==> src/rtl/e203_eai_csr_resp_if.sv <==
// EAI custom-CSR channel between the ALU CSR controller (master) and the
// coprocessor-side CSR bank (slave).
interface e203_eai_csr_resp_if;
    logic        eai_csr_valid;
    logic        eai_csr_ready;
    logic [31:0] eai_csr_addr;
    logic        eai_csr_wr;
    logic [31:0] eai_csr_wdata;
    logic [31:0] eai_csr_rdata;

    modport master (
        output eai_csr_valid,
        output eai_csr_addr,
        output eai_csr_wr,
        output eai_csr_wdata,
        input  eai_csr_ready,
        input  eai_csr_rdata
    );

    modport slave (
        input  eai_csr_valid,
        input  eai_csr_addr,
        input  eai_csr_wr,
        input  eai_csr_wdata,
        output eai_csr_ready,
        output eai_csr_rdata
    );
endinterface

==> src/rtl/e203_eai_csr_resp.sv <==
// Coprocessor-side CSR bank for the 0xE00-0xEFF EAI CSR space: one access at a
// time, WAIT_CYC wait states, combinational completion with read data.
module e203_eai_csr_resp #(
    parameter int unsigned WAIT_CYC = 1,
    parameter logic [31:0] ID_VAL   = 32'hE203_EA10
) (
    input  logic                      clk,
    input  logic                      rst,
    e203_eai_csr_resp_if.slave        csr,
    input  logic                      eai_disable,
    output logic                      eai_xs_off
);

    localparam logic [11:0] A_SCR0  = 12'hE00;
    localparam logic [11:0] A_SCR1  = 12'hE01;
    localparam logic [11:0] A_SCR2  = 12'hE02;
    localparam logic [11:0] A_SCR3  = 12'hE03;
    localparam logic [11:0] A_CYCLE = 12'hE04;
    localparam logic [11:0] A_CTRL  = 12'hE05;
    localparam logic [11:0] A_WRCNT = 12'hE06;
    localparam logic [11:0] A_ID    = 12'hE07;

    // Counter preload for the first WAIT cycle; unused when there are no wait states.
    localparam logic [3:0] WAIT_LOAD = (WAIT_CYC > 32'd0) ? 4'(WAIT_CYC - 32'd1) : 4'd0;
    localparam logic       NO_WAIT   = (WAIT_CYC == 32'd0);

    typedef enum logic [0:0] {
        ST_IDLE = 1'b0,
        ST_WAIT = 1'b1
    } state_e;

    state_e            state_q, state_d;
    logic [3:0]        cnt_q, cnt_d;
    logic [3:0][31:0]  scr_q, scr_d;
    logic [31:0]       cycle_q, cycle_d;
    logic              ctrl_en_q, ctrl_en_d;
    logic [31:0]       wrcnt_q, wrcnt_d;
    logic              xs_off_q, xs_off_d;

    logic              ready_s;
    logic              commit_s;
    logic              rw_hit_s;
    logic [11:0]       idx_s;
    logic [31:0]       rdata_raw_s;
    logic              unused_addr_s;

    assign idx_s         = csr.eai_csr_addr[11:0];
    assign unused_addr_s = ^csr.eai_csr_addr[31:12];

    // Access sequencing: wait-state counting, flush on dropped valid, completion.
    always_comb begin
        state_d = state_q;
        cnt_d   = cnt_q;
        ready_s = 1'b0;
        case (state_q)
            ST_IDLE: begin
                if (csr.eai_csr_valid) begin
                    if (NO_WAIT) begin
                        ready_s = 1'b1;
                    end else begin
                        state_d = ST_WAIT;
                        cnt_d   = WAIT_LOAD;
                    end
                end else begin
                    cnt_d = 4'd0;
                end
            end
            ST_WAIT: begin
                if (!csr.eai_csr_valid) begin
                    state_d = ST_IDLE;
                    cnt_d   = 4'd0;
                end else if (cnt_q == 4'd0) begin
                    ready_s = 1'b1;
                    state_d = ST_IDLE;
                end else begin
                    cnt_d = cnt_q - 4'd1;
                end
            end
            default: begin
                state_d = ST_IDLE;
                cnt_d   = 4'd0;
            end
        endcase
    end

    assign commit_s = csr.eai_csr_valid & ready_s & csr.eai_csr_wr;
    assign rw_hit_s = (idx_s >= A_SCR0) && (idx_s <= A_CTRL);

    // Read decode returns the pre-write, pre-increment register value.
    always_comb begin
        rdata_raw_s = 32'd0;
        case (idx_s)
            A_SCR0:  rdata_raw_s = scr_q[0];
            A_SCR1:  rdata_raw_s = scr_q[1];
            A_SCR2:  rdata_raw_s = scr_q[2];
            A_SCR3:  rdata_raw_s = scr_q[3];
            A_CYCLE: rdata_raw_s = cycle_q;
            A_CTRL:  rdata_raw_s = {31'd0, ctrl_en_q};
            A_WRCNT: rdata_raw_s = wrcnt_q;
            A_ID:    rdata_raw_s = ID_VAL;
            default: rdata_raw_s = 32'd0;
        endcase
    end

    // Register bank next state; a write to CYCLE overrides that cycle's increment.
    always_comb begin
        scr_d     = scr_q;
        ctrl_en_d = ctrl_en_q;
        wrcnt_d   = wrcnt_q;
        if (ctrl_en_q) begin
            cycle_d = cycle_q + 32'd1;
        end else begin
            cycle_d = cycle_q;
        end
        if (commit_s) begin
            case (idx_s)
                A_SCR0:  scr_d[0]  = csr.eai_csr_wdata;
                A_SCR1:  scr_d[1]  = csr.eai_csr_wdata;
                A_SCR2:  scr_d[2]  = csr.eai_csr_wdata;
                A_SCR3:  scr_d[3]  = csr.eai_csr_wdata;
                A_CYCLE: cycle_d   = csr.eai_csr_wdata;
                A_CTRL:  ctrl_en_d = csr.eai_csr_wdata[0];
                default: ctrl_en_d = ctrl_en_q;
            endcase
            if (rw_hit_s) begin
                wrcnt_d = wrcnt_q + 32'd1;
            end else begin
                wrcnt_d = wrcnt_q;
            end
        end else begin
            wrcnt_d = wrcnt_q;
        end
    end

    assign xs_off_d = eai_disable;

    // State and register bank flops; reset aborts any access in flight.
    always_ff @(posedge clk or posedge rst) begin
        if (rst) begin
            state_q   <= ST_IDLE;
            cnt_q     <= 4'd0;
            scr_q     <= '0;
            cycle_q   <= 32'd0;
            ctrl_en_q <= 1'b1;
            wrcnt_q   <= 32'd0;
            xs_off_q  <= 1'b1;
        end else begin
            state_q   <= state_d;
            cnt_q     <= cnt_d;
            scr_q     <= scr_d;
            cycle_q   <= cycle_d;
            ctrl_en_q <= ctrl_en_d;
            wrcnt_q   <= wrcnt_d;
            xs_off_q  <= xs_off_d;
        end
    end

    assign csr.eai_csr_ready = ready_s;
    assign csr.eai_csr_rdata = ready_s ? rdata_raw_s : 32'd0;
    assign eai_xs_off        = xs_off_q;

endmodule

==> src/flat_wrapper.sv <==
// flat-port wrapper written by rule: the top's interface ports become plain ports
module e203_eai_csr_resp_flat 
#(
    parameter int unsigned WAIT_CYC = 1,
    parameter logic [31:0] ID_VAL   = 32'hE203_EA10
)
  (clk, rst, eai_disable, eai_xs_off, csr_eai_csr_valid, csr_eai_csr_addr, csr_eai_csr_wr, csr_eai_csr_wdata, csr_eai_csr_ready, csr_eai_csr_rdata);
  e203_eai_csr_resp_if csr_i ();
  input  logic clk;
  input  logic rst;
  input  logic eai_disable;
  output logic eai_xs_off;
  input wire logic [$bits(csr_i.eai_csr_valid)-1:0] csr_eai_csr_valid;
  input wire logic [$bits(csr_i.eai_csr_addr)-1:0] csr_eai_csr_addr;
  input wire logic [$bits(csr_i.eai_csr_wr)-1:0] csr_eai_csr_wr;
  input wire logic [$bits(csr_i.eai_csr_wdata)-1:0] csr_eai_csr_wdata;
  output wire logic [$bits(csr_i.eai_csr_ready)-1:0] csr_eai_csr_ready;
  output wire logic [$bits(csr_i.eai_csr_rdata)-1:0] csr_eai_csr_rdata;
  assign csr_i.eai_csr_valid = csr_eai_csr_valid;
  assign csr_i.eai_csr_addr = csr_eai_csr_addr;
  assign csr_i.eai_csr_wr = csr_eai_csr_wr;
  assign csr_i.eai_csr_wdata = csr_eai_csr_wdata;
  assign csr_eai_csr_ready = csr_i.eai_csr_ready;
  assign csr_eai_csr_rdata = csr_i.eai_csr_rdata;
  e203_eai_csr_resp #(.WAIT_CYC(WAIT_CYC), .ID_VAL(ID_VAL)) u_core (.clk(clk), .rst(rst), .csr(csr_i), .eai_disable(eai_disable), .eai_xs_off(eai_xs_off));
endmodule
==> config.mk <==
export PLATFORM = sky130hd
export DESIGN_NAME = e203_eai_csr_resp_flat
export DESIGN_NICKNAME = d
export VERILOG_FILES = /design/src/rtl/e203_eai_csr_resp_if.sv /design/src/rtl/e203_eai_csr_resp.sv /design/src/flat_wrapper.sv
export SDC_FILE = /design/constraint.sdc
export NUM_CORES = 1
export LEC_CHECK = 0
export CORE_AREA = 2 2 121 170
export CTS_CLUSTER_SIZE = 8
export DETAILED_ROUTE_END_ITERATION = 6
export DIE_AREA = 0 0 123 172
export GPL_TIMING_DRIVEN = 0
export PLACE_DENSITY = 0.81
export SLEW_MARGIN = 25
export SYNTH_ARGS = -nofsm -noshare
export SYNTH_HDL_FRONTEND = slang
export SYNTH_SLANG_ARGS = --single-unit
==> constraint.sdc <==
create_clock -name clk -period 21.1 [get_ports clk]
set_clock_uncertainty 0.15 [all_clocks]
set_input_delay 4.22 -clock clk [delete_from_list [all_inputs] [get_ports clk]]
set_output_delay 4.22 -clock clk [all_outputs]
set_load 0.01 [all_outputs]
==> flow_summary.yaml, run 1 <==
floorplanning:
  die-width_um: 123
  rows: 61
  initial_core_util_pct: 51.18
  io_pins: 103
  die_h_um: 172
  core-area_sq_um: 19690
  die_area_sq_um: 21160
worst_setup_path:
  rr_startpoint: "u_core.cnt_q[0]$_DFFE_PP0N_"
  critPathRequiredTime_ps: 16730
  crit_fanout: 10
  worstSetupStartpoint: "csr_eai_csr_addr[0]"
  crit_slowest_cell: "clkbuf_1"
  cp_num_buf_inv: 5
  arrival_ps: 8370
  r2r_slack_ps: 17470
  cpPeakStageDelay_ps: 720
  cpLargestDelayFamily: "buffers and inverters"
  rr_worst_depth: 9
  crit_path_start_kind: "primary input"
  crit_top_cell: "clkbuf_1"
  critPathKind: "primary input to output pin"
  endpoint: "csr_eai_csr_rdata[18]"
  crit_chain: "clkdlybuf4s50_1, clkbuf_1, clkbuf_1, clkbuf_1, a22oi_1, nor2_1, a31oi_1, a211oi_1, clkdlybuf4s50_1"
  rr_endpoint: "u_core.scr_q[104]$_DFFE_PP0P_"
  endpoint_kind: "output pin"
  crit_cells: 9
min_path:
  hp-class: "flop to flop"
timing:
  rsz0062_at_grt: "no"
  worst_slew_pin_slew_ps: 971.0
  final.period_utilization_pct: 60.37
  fin_crit_ps: 12740
  max_clock_freq_mhz: 78.51
  finalSetupViolations: 0
  tns_ps: 0
  slew_viol_final: 0
  finalHoldViolations: 0
  maxSlewHeadroom_pct: 35.26
cts:
  cts_tree: "yes"
  ctsHoldBuffers: 0
  post_cts_resized: 0
  clock-sinks: 199
  clockRootBuffer: "clkbuf_16"
  clk_pin_slew_ps: 70
  cts_setup_buffers: 0
  insertion_delay_ps: 450
  cts_buffers: 17
  clockBufferDepth: 2
  h-tree-depth: 4
layout:
  fin_nets: 1066
  synthToLayoutAreaGrowth_pct: 17.89
  fillCellCount: 1593
  drive_gt1_share_pct: 23.34
  antennaDiodeCount: 0
  design_area_sq_um: 11880
  fin_cells: 1259
global_routing:
  grt_use_total_pct: 28.43
  grt_max_degree: 82
  first_global_vias: 8019
  grt-ovfl-total: 0
  grt_pass1_wl_mm: 44.51
  antenna_found_initial: 0
placement:
  portBuffers: 81
  gp_congestion: 0.9368
  dpl.hpwl_mm: 20.49
  place_area_sq_um: 11280
  dp.cells: 1227
route:
  drc: 3
  vias: 7985
  routed_wl_mm: 28.97
  first_pass_iters: 7
  routedWlPerCell_um: 23.01
  viasPerCell: 6.342
  drt_iter0_markers: 958
  ant_nets: 0
yosys:
  synth-edff-count: 0
  synth_top_area_cell: "dfrtp_1"
  yosysWarnings: 0
  synthesis.area_sq_um: 10080
  seq_area_frac_synth_pct: 49.44
  synthArstFlopShare_pct: 100.0
  ys.flop_type: "dfrtp_1"
  syn-num-nets: 963
  ys_types: 51
  synth-seq-cells: 199
  synth_cells: 891
  synth_area_leaders: "dfrtp_1 49%, mux2_2 19%, xor2_1 3.0%, nor2_1 2.8%, xnor2_1 2.5%"
  synth_top_area_share_pct: 48.92
  avgSynthCellArea_sq_um: 11.31
outcome:
  violations: "DRC"
  status: "complete, but fails checks"
pwr:
  total_power_mw: 0.7704
  p_per_area_nw_per_um2: 64.84
  leakage_nw: 5.243
  ir_drop_v: 0.00005492
run:
  maxCapViolations: 0
through the flow:
step                hold slack, ps  util (%)  worst slack [ps]
floorplan                    286.2         -             10630
finish                       335.9     60.33              8363
detailed placement           330.3     57.28              8532
CTS                          339.2     60.29              8527
global route                 365.8     60.33              8310
global placement             317.3     56.89              8521
synthesized netlist by cell type, drive strengths merged, types with 7 or more instances:
library cell	instances
dfrtp	197
mux2	175
nor2	75
nand2	63
a21oi	46
xor2	34
clkbuf	31
xnor2	29
nand3	24
nor3	22
buf	20
nand4	20
nor4	13
inv	12
a22oi	11
and3	10
a211oi	9
a222oi	9
o21ai	9
a221oi	8
a22o	8
a31oi	8
a2bb2oi	7
mux2i	7
or3	7
power by group:
part,internal [mW],switching [mW]
combinational,0.0197,0.0341
clock,0.180,0.151
sequential,0.383,0.00214
total,0.583,0.188
flip-flops by register name (all words and copies together) (netlist names):
name / cells
u_core.cnt_q: 4
u_core.eai_xs_off: 1
u_core.ctrl_en_q: 1
u_core.state_q: 1
u_core.cycle_q: 32
u_core.wrcnt_q: 32
u_core.scr_q: 128
logic make-up (layout without fill, tap and decap cells):
logic type               after synthesis  count (layout)  synth area share, %
AO/OA/AOI/OAI                        122             122                8.207
XOR/XNOR                              63              63                5.476
adder cells (fa/ha/maj)                3               3               0.3725
buffers and inverters                 63             179                2.719
flip-flops                           199             199                49.44
multiplexers                         187             187                21.37
AND/OR/NAND/NOR                      254             254                12.42
layout make-up:
class	count	area (sq um)	area share (%)
clock buffer	20	446.7	3.760
buffer	51	229.0	1.927
inverter	12	52.55	0.4423
sequential	199	4982	41.94
tap	252	315.3	2.654
timing repair buffer	84	873.3	7.351
multi-input combinational	629	4836	40.71
clock inverter	12	145.1	1.222
worst min path at each step:
stage | cells past startpoint | from | endpoint | slack, ps
3_5_place_dp | 1 | u_core.state_q$_DFF_PP0_ | u_core.state_q$_DFF_PP0_ | 330
6_report | 1 | u_core.state_q$_DFF_PP0_ | u_core.state_q$_DFF_PP0_ | 340
3_3_place_gp | 1 | u_core.state_q$_DFF_PP0_ | u_core.state_q$_DFF_PP0_ | 320
2_1_floorplan | 1 | u_core.wrcnt_q[31]$_DFFE_PP0P_ | u_core.wrcnt_q[31]$_DFFE_PP0P_ | 290
5_1_grt | 1 | u_core.scr_q[122]$_DFFE_PP0P_ | u_core.scr_q[122]$_DFFE_PP0P_ | 370
4_1_cts | 1 | u_core.state_q$_DFF_PP0_ | u_core.state_q$_DFF_PP0_ | 340
routing by layer:
metal  vias to the layer above  track usage (%)  part of all wire, %
li1                       3440                -                    -
met2                       435            46.24                   48
met5                         -                0                    0
met1                      3991            34.56                   38
met4                         0            15.81                  6.4
met3                       119            6.860                  7.8
cell usage in the layout (no fill, tap or decap), types with 5 or more instances in the layout:
cell type / count
and4_1: 5
nand2_1: 62
a21oi_1: 46
nor3_1: 21
clkinv_4: 5
nand4_1: 20
a2bb2oi_1: 7
buf_2: 12
nor4_1: 10
clkbuf_1: 33
a31oi_1: 8
o21ai_0: 9
dfrtp_1: 197
xnor2_1: 29
inv_1: 11
buf_1: 5
mux2i_1: 7
clkbuf_16: 17
a22o_1: 8
mux2_2: 170
a22oi_1: 11
xor2_1: 34
clkdlybuf4s50_1: 81
nand3_1: 24
nor2_1: 74
mux2_1: 5
or3_1: 6
a221oi_1: 8
a211oi_1: 9
a222oi_1: 9
and3_1: 10
mux4_2: 5
No activity file was read; power rests on OpenSTA's default activity.
==> run 2: changes to the inputs <==
Settings changed: PLACE_DENSITY 0.81 to 0.84.
Clock period 21.1 ns to 10.4 ns, I/O delays scaled along.
==> flow_summary.yaml, run 2 (synthesis gave the netlist of run 1 again) <==
route:
  vias: 7861
  ant_nets: 0
  viasPerCell: 6.244
  drc: 10
  routed_wl_mm: 29.27
  drt_iter0_markers: 760
  routedWlPerCell_um: 23.25
  first_pass_iters: 7
layout:
  multi_input_area_sq_um: 4836
  synthToLayoutAreaGrowth_pct: 17.82
  reg.largest.list: "u_core.scr_q (128), u_core.cycle_q (32), u_core.wrcnt_q (32)"
  seq_area_sq_um: 4982
  fillCellCount: 1589
  final_cell_mix: "197 x dfrtp_1, 170 x mux2_2, 81 x clkdlybuf4s50_1"
  drive_gt1_share_pct: 23.54
  largest_register_ffs: 128
  fin_cells: 1259
  final_common_cell: "dfrtp_1"
  top_register: "u_core.scr_q"
  antennaDiodeCount: 0
  post-route-util_pct: 60.29
  fin_nets: 1066
min_path:
  worstHoldPathCells: 1
  hp-class: "flop to flop"
cts:
  clk_pin_slew_ps: 70
  cts_tree: "yes"
  clock-sinks: 199
  post_cts_resized: 0
  clockRootBuffer: "clkbuf_16"
  h-tree-depth: 4
  ctsHoldBuffers: 0
  insertion_delay_ps: 450
  cts_setup_buffers: 0
  clockBufferDepth: 2
  cts_buffers: 17
timing:
  worst_slew_pin_slew_ps: 984.1
  maxSlewHeadroom_pct: 34.39
  rsz0062_at_grt: "no"
  finalSetupViolations: 0
  fin_crit_ps: 8353
  finalHoldViolations: 0
  tns_ps: 0
  max_clock_freq_mhz: 119.7
  whs_ps: 341.3
  final.period_utilization_pct: 80.32
  slew_viol_final: 0
worst_setup_path:
  arrival_ps: 6120
  rr_worst_depth: 9
  critPathKind: "primary input to output pin"
  crit_path_start_kind: "primary input"
  crit_fanout: 10
  critPathRequiredTime_ps: 8170
  endpoint_kind: "output pin"
global_routing:
  grt_use_total_pct: 28.85
  grt_pass1_wl_mm: 45.07
  antenna_found_initial: 0
  grt_max_degree: 86
  grt-ovfl-total: 0
  first_global_vias: 7964
placement:
  dpl.hpwl_mm: 21.02
  portBuffers: 81
  dp.cells: 1227
  gp_congestion: 0.9848
run:
  maxCapViolations: 0
outcome:
  status: "complete, but fails checks"
  violations: "DRC"
floorplanning:
  die_area_sq_um: 21160
  io_pins: 103
  core-area_sq_um: 19690
  die-width_um: 123
  die_h_um: 172
  initial_core_util_pct: 51.18
  rows: 61
pwr:
  p_per_area_nw_per_um2: 131.1
  ir_drop_v: 0.00009087
  leakage_nw: 5.242
[run 2: cell count changes in the layout (fill, tap and decap cells not counted), sizes merged]
cell	delta
clkbuf	-2
inv	+1
clkinvlp	+1
[run 2: metrics by stage]
stage | setup slack [ps] | area, sq um | total power, mW
finish | 2047 | 11870 | 1.556
global route | 1876 | 11870 | 1.597
CTS | 2072 | 11870 | 1.558
detailed placement | 2049 | 11290 | 0.9026
global placement | 314.5 | 11200 | 0.8971
floorplan | 2748 | 10080 | 0.8468
[run 2: area by class of cell]
class                           instances  area share, %
Buffer                                 51          1.929
Clock buffer                           18          3.699
Tap cell                              252          2.656
Inverter                               12         0.4426
Clock inverter                         14          1.244
Multi-Input combinational cell        629          40.73
Timing Repair Buffer                   84          7.335
Sequential cell                       199          41.96
[run 2: critical path, stage by stage]
cell	delay, ps
clkdlybuf4s50_1	670
clkbuf_1	690
clkbuf_1	530
clkbuf_1	670
a22oi_1	260
nor2_1	140
a31oi_1	50
a211oi_1	390
clkdlybuf4s50_1	620
[run 2: layer usage]
| layer | GRT usage (%) | vias up | wire length [um] |
|---|---|---|---|
| met4 | 14.33 | 0 | 1458 |
| li1 | - | 3446 | - |
| met3 | 5.706 | 108 | 2047 |
| met5 | 0 | - | 0 |
| met2 | 46.79 | 391 | 14180 |
| met1 | 36.79 | 3916 | 11580 |
[run 2: where the power goes]
group | leakage, nW | internal, mW | switching (mW)
Combinational | 2.37 | 0.0394 | 0.0688
Clock | 0.287 | 0.363 | 0.304
Sequential | 2.58 | 0.777 | 0.00409
Total | 5.24 | 1.18 | 0.377
[run 2: final timing paths]
check / start / endpoint / slack (ps)
worst min register to register: u_core.wrcnt_q[31]$_DFFE_PP0P_ / u_core.wrcnt_q[31]$_DFFE_PP0P_ / 340
worst max register to register: u_core.cnt_q[0]$_DFFE_PP0N_ / u_core.scr_q[104]$_DFFE_PP0P_ / 6810
max in group asynchronous: rst / u_core.scr_q[55]$_DFFE_PP0P_ / 7450
min in group asynchronous: rst / u_core.scr_q[35]$_DFFE_PP0P_ / 1890
worst max-delay path: csr_eai_csr_addr[0] / csr_eai_csr_rdata[18] / 2050
worst min-delay path: u_core.wrcnt_q[31]$_DFFE_PP0P_ / u_core.wrcnt_q[31]$_DFFE_PP0P_ / 340
==> run 3: changes to the inputs <==
Settings changed: PLACE_DENSITY 0.84 to 0.81.
Clock period 10.4 ns to 7.8 ns, I/O delays scaled along.
==> results of run 3 <==
Same layout as run 1 (identical final DEF). Status: complete, but fails checks: DRC.
Among the figures that moved: setup slack after placement 8532 ps -> 552.0 ps; setup slack after layout 8363 ps -> 382.9 ps; register-to-register setup slack 17470 ps -> 4170 ps; total power 0.7704 mW -> 2.084 mW; worst IR drop on VDD 0.00005492 V -> 0.0001486 V
